`src/rtl/ser_frame_sched_pkg.sv`:
```
// Shared types and helpers for the round-robin frame serializer scheduler.
package ser_sched_pkg;

    typedef enum logic [1:0] {
        IDLE  = 2'd0,
        SHIFT = 2'd1,
        GAP   = 2'd2
    } state_t;

    localparam int GAP_W = 4;

    // Bit counter width for a given frame width (never below one bit).
    function automatic int cnt_w(input int width);
        return (width > 1) ? $clog2(width) : 1;
    endfunction

    // Wrap an index in [0, 2n) back into [0, n); works for any n, not just powers of two.
    function automatic int rr_wrap(input int idx, input int n);
        return (idx >= n) ? idx - n : idx;
    endfunction

endpackage

```
`src/rtl/ser_frame_sched_rr_arbiter.sv`:
```
// Combinational round-robin arbiter: first set request strictly after ptr, wrapping.
module rr_arbiter
    import ser_sched_pkg::*;
#(
    parameter int NUM_REQ = 4,
    localparam int IDX_W = $clog2(NUM_REQ)
) (
    input  logic [NUM_REQ-1:0] req,
    input  logic [IDX_W-1:0]   ptr,
    output logic [NUM_REQ-1:0] onehot,
    output logic [IDX_W-1:0]   idx,
    output logic               any
);

    logic [IDX_W-1:0] cand;

    // Scan farthest-first so the candidate nearest to ptr+1 is the one left standing.
    always_comb begin
        onehot = '0;
        idx    = '0;
        any    = 1'b0;
        cand   = '0;
        for (int k = NUM_REQ; k >= 1; k--) begin
            cand = IDX_W'(rr_wrap(int'(ptr) + k, NUM_REQ));
            if (req[cand]) begin
                onehot       = '0;
                onehot[cand] = 1'b1;
                idx          = cand;
                any          = 1'b1;
            end
        end
    end

endmodule

```
`src/rtl/ser_frame_sched.sv`:
```
// Round-robin scheduler feeding one shared LSB-first serializer with ready/valid output.
module ser_frame_sched
    import ser_sched_pkg::*;
#(
    parameter int NUM_REQ    = 4,
    parameter int WIDTH      = 8,
    parameter int GAP_CYCLES = 0,
    localparam int IDX_W = $clog2(NUM_REQ)
) (
    input  logic                     clk,
    input  logic                     reset,
    input  logic [NUM_REQ-1:0]       req,
    input  logic [NUM_REQ*WIDTH-1:0] data,
    output logic [NUM_REQ-1:0]       gnt,
    output logic                     ser_out,
    output logic                     ser_valid,
    input  logic                     ser_ready,
    output logic                     ser_first,
    output logic [IDX_W-1:0]         ser_src,
    output logic                     busy,
    output logic                     done
);

    localparam int CNT_W = cnt_w(WIDTH);
    localparam logic [CNT_W-1:0] CNT_LAST = CNT_W'(WIDTH - 1);
    localparam logic [GAP_W-1:0] GAP_LAST = GAP_W'((GAP_CYCLES > 0) ? GAP_CYCLES - 1 : 0);
    localparam logic [IDX_W-1:0] PTR_INIT = IDX_W'(NUM_REQ - 1);

    state_t             state;
    state_t             state_nxt;
    logic [IDX_W-1:0]   ptr;
    logic [IDX_W-1:0]   win_idx;
    logic [NUM_REQ-1:0] win_onehot;
    logic               win_any;
    logic [WIDTH-1:0]   shreg;
    logic [CNT_W-1:0]   cnt;
    logic [GAP_W-1:0]   gcnt;
    logic               grant;
    logic               last_bit;
    logic               gap_end;

    rr_arbiter #(.NUM_REQ(NUM_REQ)) u_arb (
        .req    (req),
        .ptr    (ptr),
        .onehot (win_onehot),
        .idx    (win_idx),
        .any    (win_any)
    );

    assign grant    = (state == IDLE) && win_any;
    assign last_bit = (state == SHIFT) && ser_ready && (cnt == CNT_LAST);
    assign gap_end  = (state == GAP) && (gcnt == GAP_LAST);

    always_ff @(posedge clk or negedge reset) begin
        if (!reset) state <= IDLE;
        else        state <= state_nxt;
    end

    always_comb begin
        state_nxt = state;
        case (state)
            IDLE:    if (win_any)  state_nxt = SHIFT;
            SHIFT:   if (last_bit) state_nxt = (GAP_CYCLES > 0) ? GAP : IDLE;
            GAP:     if (gap_end)  state_nxt = IDLE;
            default:               state_nxt = IDLE;
        endcase
    end

    // Frame capture, bit/gap counters and the registered handshake pulses.
    always_ff @(posedge clk or negedge reset) begin
        if (!reset) begin
            ptr     <= PTR_INIT;
            shreg   <= '0;
            cnt     <= '0;
            gcnt    <= '0;
            gnt     <= '0;
            ser_src <= '0;
            done    <= 1'b0;
        end else begin
            gnt  <= grant ? win_onehot : '0;
            done <= last_bit;
            if (grant) begin
                ptr     <= win_idx;
                ser_src <= win_idx;
                shreg   <= data[win_idx*WIDTH +: WIDTH];
                cnt     <= '0;
            end else if ((state == SHIFT) && ser_ready) begin
                cnt <= last_bit ? '0 : cnt + 1'b1;
            end
            if (state == GAP) gcnt <= gcnt + 1'b1;
            else              gcnt <= '0;
        end
    end

    always_comb begin
        ser_valid = (state == SHIFT);
        ser_first = (state == SHIFT) && (cnt == '0);
        ser_out   = (state == SHIFT) ? shreg[cnt] : 1'b0;
        busy      = (state != IDLE);
    end

endmodule

```
`config.mk`:
```
export PLATFORM = sky130hd
export DESIGN_NAME = ser_frame_sched
export DESIGN_NICKNAME = d
export VERILOG_FILES = /design/src/rtl/ser_frame_sched_pkg.sv /design/src/rtl/ser_frame_sched_rr_arbiter.sv /design/src/rtl/ser_frame_sched.sv
export SDC_FILE = /design/constraint.sdc
export NUM_CORES = 1
export LEC_CHECK = 0
export ABC_AREA = 1
export CAP_MARGIN = 20
export CORE_MARGIN = 1.5
export CORE_UTILIZATION = 38
export CTS_BUF_LIST = sky130_fd_sc_hd__clkbuf_4 sky130_fd_sc_hd__clkbuf_8
export DETAILED_ROUTE_END_ITERATION = 10
export GPL_ROUTABILITY_DRIVEN = 0
export HOLD_SLACK_MARGIN = 0.02
export PLACE_DENSITY = 0.64
export SETUP_SLACK_MARGIN = 0.4
export SYNTH_ARGS = -nofsm -noshare
export SYNTH_HDL_FRONTEND = slang
export SYNTH_HIERARCHICAL = 1
export SYNTH_SLANG_ARGS = --single-unit
```
`constraint.sdc`:
```
create_clock -name clk -period 5.4 [get_ports clk]
set_input_delay 0.54 -clock clk [delete_from_list [all_inputs] [get_ports clk]]
set_output_delay 0.54 -clock clk [all_outputs]
set_load 0.01 [all_outputs]
```
==> flow_summary.json, run 1 <==
{
  "status": "finished clean",
  "relSlewSlack_pct": 38.7,
  "yosysTopAreaCell": "dfrtp_1",
  "avgSynthCellArea_um2": 6.25,
  "hold_path_class": "flip-flop to flip-flop",
  "worstMarginPinSlew_ns": 0.916,
  "yosysUniqueCellTypes": 25,
  "placed_cells": 411,
  "top_layer_used": "met4",
  "required_ns": 5.56,
  "min_period_ns": 2.58,
  "via_per_inst": 4.12,
  "worst-path-buf-inv": 4,
  "final_nets": 397,
  "area_delta_synth_final_pct": 30.3,
  "hpwl_mm": 3.02,
  "rr_startpoint": "ptr[0]",
  "place_ws_ns": 2.83,
  "ctsResizeCount": 0,
  "power.leakage_nw": 1.40,
  "grt_overflow": 0,
  "arrival_ns": 2.73,
  "first_global_vias": 1571,
  "stdcell_count": 415,
  "die_area_um2": 5360,
  "syn_inst": 300,
  "wl_met3_um": 211,
  "criticalPathCategory": "flip-flop to flip-flop",
  "finalMaxSlewViolations": 0,
  "ys_seq_area_share_pct": 28.2,
  "max_cap_violations": 0,
  "fin_tns_setup_ns": 0,
  "wl_met1_mm": 2.00,
  "fin_ws_ns": 2.82,
  "rr_endpoint": "shreg[5]",
  "rrSetupSlack_ns": 2.82,
  "grt_first_pass_wirelength_mm": 6.65,
  "final-setup-viol-count": 0,
  "max_stage_delay_ns": 0.64,
  "n_antenna_cell": 0,
  "clk_latency_ns": 0.26,
  "cts.sinks": 21,
  "powerDensity_nw_per_um2": 541,
  "ant_nets": 0,
  "crit_path_start_kind": "flip-flop",
  "finalCritPeriodShare_pct": 47.8,
  "dr.first_iter.drc_count": 50,
  "cp_max_fo": 18,
  "cp_top_family": "simple AND/OR/NAND/NOR gates",
  "coreArea_um2": 4720,
  "synth_area_leaders": "dfrtp_1 (25%), nand2_1 (22%), inv_1 (13%), nand3_1 (7.7%), ha_1 (6.0%)",
  "r2r_cells": 16,
  "drt-pass1-iter-count": 4,
  "finalWirelength_mm": 3.82,
  "vias": 1709,
  "rsz0062_at_grt": "false",
  "cts_buffer_depth": 2,
  "final_common_cell": "nand2_1",
  "mostFrequentLayoutCells": "nand2_1 (111), inv_1 (67), clkdlybuf4s50_1 (49)",
  "num_rows": 25,
  "ys_ff_latch": 21,
  "dieHeight_um": 73.2,
  "critPathMostFrequentCell": "nand2_1",
  "clock.fmax_mhz": 388,
  "cts-root-buf": "clkbuf_8",
  "postCtsSetupBuffers": 0,
  "antenna_found_initial": 0,
  "slowest_stage": "dfstp_2",
  "clk_pin_slew_worst_paths_ns": 0.07,
  "peakVddDrop_v": 0.000289,
  "hold_viol_final": 0,
  "pin_count": 50,
  "endpoint_kind": "flip-flop",
  "cts_max_level": 1,
  "drc": 0,
  "whs_path_depth": 2,
  "fin_util_pct": 51.7,
  "io_buffers": 49,
  "grt.total_usage_pct": 15.5,
  "syn_area_um2": 1870,
  "post_drt_wl_per_cell_um": 9.21,
  "grt_max_degree": 22,
  "path_cells": "inv_2 -> ha_1 -> inv_1 -> nand3_1 -> nand2_2 -> nor2_4 -> nor2_2 -> nand2_1 -> o21ai_1 -> buf_4 -> inv_4 -> nand2_1 -> nand3_1 -> nand2_1 -> nand2_1 -> nand2_1",
  "hold_start": "shreg[6]",
  "synth_nets": 348,
  "hold_end": "shreg[6]",
  "die_w_um": 73.2,
  "whs_ns": 0.482,
  "holdBufCountCts": 0,
  "skew_ns": 0.00124,
  "yosys_warnings": 6,
  "cts_buffers": 3,
  "start_util_pct": 39.7,
  "yosysTopAreaCellShare_pct": 25.4,
  "drive_above_1_share_pct": 12.4,
  "met2_length_mm": 1.56,
  "cts_tree": "built"
}
[per-layer routing]
layer  up-vias  track usage [%]
met2        55             23.5
met5         -                0
met3         4             1.80
met1       675             22.6
li1        975                -
met4         0             5.66
[cells in the mapped netlist]
cell	n
a21boi_0	1
a21oi_1	2
a21oi_2	4
buf_12	1
buf_2	1
buf_4	2
buf_6	2
clkinv_1	1
dfrtp_1	19
dfstp_2	2
ha_1	9
inv_1	67
inv_2	5
inv_4	1
nand2_1	111
nand2_2	16
nand2_4	4
nand3_1	29
nand3_2	4
nand4_1	2
nor2_1	11
nor2_2	1
nor2_4	1
o21ai_0	2
o21ai_1	2
[power breakdown]
group	total, mW	leakage (nW)	switching [mW]	internal, mW
Clock	0.107	0.0262	0.0495	0.0576
Sequential	0.270	0.263	0.0537	0.217
Combinational	0.943	1.11	0.581	0.362
Total	1.32	1.40	0.684	0.636
[final cells by class]
cell class / count / area (um2)
multi-input combinational: 199 / 1000
sequential: 21 / 528
timing repair buffer: 50 / 498
inverter: 74 / 280
fill: 472 / 2280
clock buffer: 4 / 48.8
tap: 67 / 83.8
[state kept, by name (all words and copies together) (netlist names)]
name,count
cnt,3
done,1
gnt,4
ptr,2
ser_src,2
shreg,8
state,1
[worst max-delay path by stage]
stage	start	endpoint	slack, ns	depth (start not counted)
after global routing	ptr[0]	shreg[4]	2.58	16
after global placement	req[3]	ser_src[1]	2.84	10
after CTS	ptr[0]	shreg[5]	2.83	16
after floorplan	ptr[0]	shreg[7]	3.14	15
final	ptr[0]	shreg[5]	2.82	16
after detailed placement	req[3]	shreg[5]	2.83	15
[metrics by stage]
stage          area [um2]  power, mW
6_report             2440       1.32
5_1_grt              2440       1.49
4_1_cts              2440       1.33
3_5_place_dp         2390       1.22
3_3_place_gp         2390       1.21
2_1_floorplan        1870       1.07
[worst register-to-register path, stage by stage, from the launching register on]
cell and delay (ns):
dfstp_2 0.64, inv_2 0.13, ha_1 0.38, inv_1 0.09, nand3_1 0.10, nand2_2 0.07, nor2_4 0.17, nor2_2 0.05
nand2_1 0.05, o21ai_1 0.05, buf_4 0.20, inv_4 0.21, nand2_1 0.10, nand3_1 0.08, nand2_1 0.06, nand2_1 0.06
nand2_1 0.04
[cell families after synthesis]
kind of cell | count (synthesis) | share of synthesized area [%]
AND/OR/NAND/NOR | 179 | 43.7
buffers and inverters | 80 | 18.3
flip-flops | 21 | 28.2
AO/OA/AOI/OAI | 11 | 3.87
adder cells (fa/ha/maj) | 9 | 6.01
Note: power is estimated with default switching activity, not from simulation.
==> run 2, diff against run 1 <==
--- a/config.mk
+++ b/config.mk
@@ -13,7 +13,7 @@
 export DETAILED_ROUTE_END_ITERATION = 10
 export GPL_ROUTABILITY_DRIVEN = 0
 export HOLD_SLACK_MARGIN = 0.02
-export PLACE_DENSITY = 0.64
+export PLACE_DENSITY = 0.67
 export SETUP_SLACK_MARGIN = 0.4
 export SYNTH_ARGS = -nofsm -noshare
 export SYNTH_HDL_FRONTEND = slang
==> constraint.sdc (replaced) <==
create_clock -name clk -period 2.2 [get_ports clk]
set_input_delay 0.22 -clock clk [delete_from_list [all_inputs] [get_ports clk]]
set_output_delay 0.22 -clock clk [all_outputs]
set_load 0.01 [all_outputs]
==> flow_summary.json, run 2 (synthesis results as in run 1) <==
{
  "cp_max_fo": 4,
  "coreArea_um2": 4720,
  "drc": 0,
  "grt_first_pass_wirelength_mm": 7.32,
  "cts_buffers": 3,
  "power.leakage_nw": 1.56,
  "crit_path_start_kind": "flip-flop",
  "p_clk_share_pct": 5.7,
  "pin_count": 50,
  "hold_viol_final": 0,
  "swShare_pct": 47.0,
  "required_ns": 2.36,
  "final-setup-viol-count": 0,
  "path_cells": "inv_4 -> ha_4 -> inv_4 -> nand3_2 -> nand2_2 -> nor2_4 -> nor2_4 -> o21ai_4 -> buf_12 -> clkbuf_16 -> nand2_2 -> nand3_2 -> nand2_1 -> nand2_1 -> nand2_1",
  "die_area_um2": 5360,
  "seq_area_um2": 528,
  "whs_ns": 0.297,
  "clk_pin_slew_worst_paths_ns": 0.08,
  "finalMaxSlewViolations": 0,
  "power_mw": 4.53,
  "p_int_mw": 2.40,
  "cts_buffer_depth": 2,
  "powerDensity_nw_per_um2": 1600,
  "finalWirelength_mm": 4.20,
  "vias": 1890,
  "arrival_ns": 2.25,
  "post-route-cell-area_um2": 2830,
  "mostFrequentLayoutCells": "nand2_1 (96), inv_1 (65), clkdlybuf4s50_1 (49)",
  "num_rows": 25,
  "via_per_inst": 4.34,
  "clock.fmax_mhz": 477,
  "hpwl_mm": 3.12,
  "largest_reg_flops": 8,
  "final_common_cell": "nand2_1",
  "post_drt_wl_per_cell_um": 9.65,
  "top_register": "shreg",
  "largestRegisters": "shreg (8), gnt (4), cnt (3)",
  "min_period_ns": 2.09,
  "n_antenna_cell": 0,
  "cts_tree": "built",
  "worst-path-buf-inv": 4,
  "antenna_found_initial": 0,
  "grt_max_degree": 22,
  "dr.first_iter.drc_count": 80,
  "worstMarginPinSlew_ns": 0.259,
  "holdBufCountCts": 0,
  "cts-root-buf": "clkbuf_8",
  "area_delta_synth_final_pct": 50.7,
  "drt-pass1-iter-count": 4,
  "fin_tns_setup_ns": 0,
  "grt_overflow": 0,
  "final_nets": 417,
  "cts_max_level": 1,
  "first_global_vias": 1804,
  "clk_latency_ns": 0.26,
  "endpoint_kind": "flip-flop",
  "combPwrFrac_pct": 80.2,
  "cts.sinks": 21,
  "critPathMostFrequentCell": "nand2_1",
  "cp_top_family": "simple AND/OR/NAND/NOR gates",
  "rsz0062_at_grt": "true",
  "status": "finished clean",
  "start_util_pct": 39.7,
  "dpl_cell_area_um2": 2490,
  "power_switching_mw": 2.13,
  "power_frac_seq_pct": 14.1,
  "criticalPathCategory": "flip-flop to flip-flop",
  "slowest_stage": "dfstp_2",
  "max_cap_violations": 0,
  "grt.total_usage_pct": 16.9,
  "max_stage_delay_ns": 0.57,
  "die_w_um": 73.2,
  "hold_path_class": "primary input to async pin",
  "drive_above_1_share_pct": 24.5,
  "io_buffers": 49,
  "dieHeight_um": 73.2,
  "multi_input_area_um2": 1120,
  "finalCritPeriodShare_pct": 95.2,
  "skew_ns": 0.00545,
  "ant_nets": 0,
  "peakVddDrop_v": 0.000840,
  "relSlewSlack_pct": 82.8,
  "num-fill-cells": 437
}
run 2: changes by cell type in the layout (fill, tap and decap cells not counted), sizes merged:
cell      delta
buf         +19
clkinvlp     +1
run 2: area by class of cell:
cell class / count / area share, %
repair buffers: 70 / 26.3
clock inverters: 1 / 0.266
well taps: 67 / 2.97
multi-input cells: 199 / 39.6
flip-flops and latches: 21 / 18.7
clock buffers: 3 / 1.46
inverters: 74 / 10.8
run 2: repair_timing:
action                                  in CTS  in global routing
resized for setup                           13                 26
pin swaps                                    8                 29
cloned                                       2                  1
endpoints found under the setup margin      21                 22
setup buffers                                8                  1
run 2: path summary, 6_finish.rpt:
check	depth (start not counted)	slack [ns]	to	startpoint
min in group clk	2	0.47	shreg[5]	shreg[5]
worst max-delay path	15	0.11	shreg[2]	ptr[0]
worst min register to register	2	0.47	shreg[5]	shreg[5]
worst min-delay path	2	0.30	gnt[2]	reset
max in group asynchronous	2	1.64	ptr[0]	reset
worst max register to register	15	0.11	shreg[2]	ptr[0]
run 2: per-layer routing:
| layer | GRT usage, % | wire length, um | vias up | share of wire [%] |
|---|---|---|---|---|
| met4 | 4.40 | 32 | 0 | 0.76 |
| met2 | 29.4 | 2050 | 53 | 49 |
| met5 | 0 | 0 | - | 0 |
| met3 | 1.38 | 173 | 4 | 4.1 |
| met1 | 22.4 | 1950 | 819 | 46 |
| li1 | - | - | 1014 | - |
run 2: power by group through the flow:
stage / Clock, mW / Sequential (mW) / Combinational, mW
after floorplan: 0 / 0.657 / 2.04
after global placement: 0 / 0.640 / 2.57
after detailed placement: 0 / 0.643 / 2.60
after CTS: 0.264 / 0.639 / 3.27
after global routing: 0.274 / 0.659 / 4.02
final: 0.256 / 0.639 / 3.63
run 2: stage by stage:
stage / utilization, % / instances / setup WS [ns]
global route: 59.8 / 435 / -0.0161
global placement: 52.7 / 419 / 0.0422
CTS: 57.2 / 433 / 0.0828
finish: 59.8 / 435 / 0.105
detailed placement: 52.7 / 419 / 0.0601
floorplan: - / 300 / 0.110
==> run 3, diff against run 2 <==
--- a/config.mk
+++ b/config.mk
@@ -11,9 +11,8 @@
 export CORE_UTILIZATION = 38
 export CTS_BUF_LIST = sky130_fd_sc_hd__clkbuf_4 sky130_fd_sc_hd__clkbuf_8
 export DETAILED_ROUTE_END_ITERATION = 10
-export GPL_ROUTABILITY_DRIVEN = 0
 export HOLD_SLACK_MARGIN = 0.02
-export PLACE_DENSITY = 0.67
+export PLACE_DENSITY = 0.68
 export SETUP_SLACK_MARGIN = 0.4
 export SYNTH_ARGS = -nofsm -noshare
 export SYNTH_HDL_FRONTEND = slang
==> flow_summary.json, run 3 (synthesis results as in run 1) <==
{
  "dr.first_iter.drc_count": 73,
  "mostFrequentLayoutCells": "nand2_1 (90), inv_1 (65), clkdlybuf4s50_1 (49)",
  "post-route-cell-area_um2": 2930,
  "rrSetupSlack_ns": 0.02,
  "cts.sinks": 21,
  "cts-root-buf": "clkbuf_8",
  "rsz0062_at_grt": "true",
  "clk_latency_ns": 0.26,
  "n_antenna_cell": 0,
  "hold_viol_final": 0,
  "clock.fmax_mhz": 458,
  "via_per_inst": 4.49,
  "criticalPathCategory": "flip-flop to flip-flop",
  "arrival_ns": 2.34,
  "endpoint_kind": "flip-flop",
  "wl_met1_mm": 2.11,
  "wl_met3_um": 153,
  "clk_pin_slew_worst_paths_ns": 0.08,
  "cts_max_level": 1,
  "die_w_um": 73.2,
  "io_buffers": 49,
  "rr_endpoint": "shreg[7]",
  "coreArea_um2": 4720,
  "num_rows": 25,
  "place_ws_ns": 0.0724,
  "required_ns": 2.36,
  "die_area_um2": 5360,
  "grt.total_usage_pct": 17.4,
  "fin_ws_ns": 0.0164,
  "drive_above_1_share_pct": 28.6,
  "drc": 0,
  "grt_overflow": 0,
  "met2_length_mm": 2.31,
  "largest_reg_flops": 8,
  "p_clk_share_pct": 5.2,
  "r2r_cells": 15,
  "power_frac_seq_pct": 13.3,
  "holdBufCountCts": 0,
  "power.leakage_nw": 1.62,
  "placed_cells": 419,
  "dieHeight_um": 73.2,
  "drt-pass1-iter-count": 8,
  "crit_path_start_kind": "flip-flop",
  "dpl_cell_area_um2": 2490,
  "final-setup-viol-count": 0,
  "cp_max_fo": 5,
  "start_util_pct": 39.7,
  "largestRegisters": "shreg (8), gnt (4), cnt (3)",
  "finalWirelength_mm": 4.69,
  "vias": 1966,
  "cts_tree": "built",
  "grt_max_degree": 22,
  "grt_first_pass_wirelength_mm": 7.45,
  "post_drt_wl_per_cell_um": 10.7,
  "finalMaxSlewViolations": 0,
  "p_int_mw": 2.50,
  "skew_ns": 0.00298,
  "worstMarginPinSlew_ns": 0.286,
  "final_nets": 420,
  "hold_path_class": "primary input to async pin",
  "stdcell_count": 438,
  "rr_startpoint": "ptr[0]",
  "final_common_cell": "nand2_1",
  "relSlewSlack_pct": 80.9,
  "pin_count": 50,
  "max_cap_violations": 0,
  "top_register": "shreg",
  "powerDensity_nw_per_um2": 1640,
  "power_switching_mw": 2.32,
  "top_layer_used": "met4",
  "gp_congestion": 0.881,
  "first_global_vias": 1760,
  "min_period_ns": 2.18,
  "finalCritPeriodShare_pct": 99.3,
  "combPwrFrac_pct": 81.5,
  "ant_nets": 0,
  "cts_buffers": 3,
  "swShare_pct": 48.1,
  "cts_buffer_depth": 2,
  "status": "finished clean",
  "antenna_found_initial": 0,
  "peakVddDrop_v": 0.000726,
  "hpwl_mm": 3.20,
  "area_delta_synth_final_pct": 56.4
}
[run 3: cell count changes in the layout (fill, tap and decap cells not counted), sizes merged]
| cell | before | now |
|---|---|---|
| buf | 20 | 23 |
| clkinv | 1 | 2 |
| clkinvlp | 1 | 0 |
[run 3: routing by layer]
layer  up-vias  global-route usage (%)
li1       1024                       -
met1       880                    24.2
met2        52                    28.4
met3        10                    1.38
met4         0                    5.87
met5         -                       0
[run 3: what timing repair did]
item,CTS,global route
resized for setup,18,46
gates cloned,2,1
setup buffers,9,3
endpoints found under the hold margin,0,0
pin swaps,17,34
endpoints found under the setup margin,21,22
[run 3: cell type report]
class | count | area [um2]
sequential | 21 | 528
clock buffer | 3 | 41.3
inverter | 74 | 305
clock inverter | 1 | 5.00
timing repair buffer | 73 | 767
fill | 415 | 1790
multi-input combinational | 199 | 1200
tap | 67 | 83.8
[run 3: worst max-delay path by stage]
stage | startpoint | end | slack (ns) | depth (start not counted)
final | ptr[0] | shreg[7] | 0.02 | 15
after global routing | ptr[0] | shreg[7] | -0.07 | 15
after CTS | ptr[1] | shreg[3] | 0.09 | 15
after detailed placement | ptr[0] | shreg[4] | 0.07 | 14
after global placement | ptr[0] | shreg[4] | 0.10 | 14
after floorplan | ptr[0] | shreg[0] | 0.11 | 17
[run 3: power by group through the flow]
| stage | Combinational, mW | Clock [mW] | Sequential (mW) |
|---|---|---|---|
| 2_1_floorplan | 2.04 | 0 | 0.657 |
| 3_3_place_gp | 2.56 | 0 | 0.639 |
| 3_5_place_dp | 2.59 | 0 | 0.644 |
| 4_1_cts | 3.29 | 0.260 | 0.640 |
| 5_1_grt | 4.30 | 0.271 | 0.664 |
| 6_report | 3.93 | 0.250 | 0.642 |
[run 3: per-stage QoR]
| step | util, % | hold WS, ns | setup TNS (ns) | power (mW) |
|---|---|---|---|---|
| 6_report | 62.1 | 0.300 | 0 | 4.82 |
| 5_1_grt | 62.1 | 0.330 | -0.0778 | 5.24 |
| 4_1_cts | 57.4 | 0.305 | 0 | 4.19 |
| 3_5_place_dp | 52.7 | 0.467 | 0 | 3.24 |
| 3_3_place_gp | 52.7 | 0.463 | 0 | 3.20 |
| 2_1_floorplan | - | -0.0756 | 0 | 2.70 |
[run 3: critical path, cell delays in order (launching register included)]
cell and delay, ns:
dfstp_2 0.56, inv_4 0.05, ha_4 0.30, inv_4 0.04, nand3_2 0.05, nand2_2 0.08
nor2_4 0.12, nor2_4 0.06, o21ai_4 0.19, buf_6 0.16, clkbuf_16 0.14, nand2_1 0.06
nand3_2 0.07, nand2_1 0.08, nand2_1 0.08, nand2_1 0.05
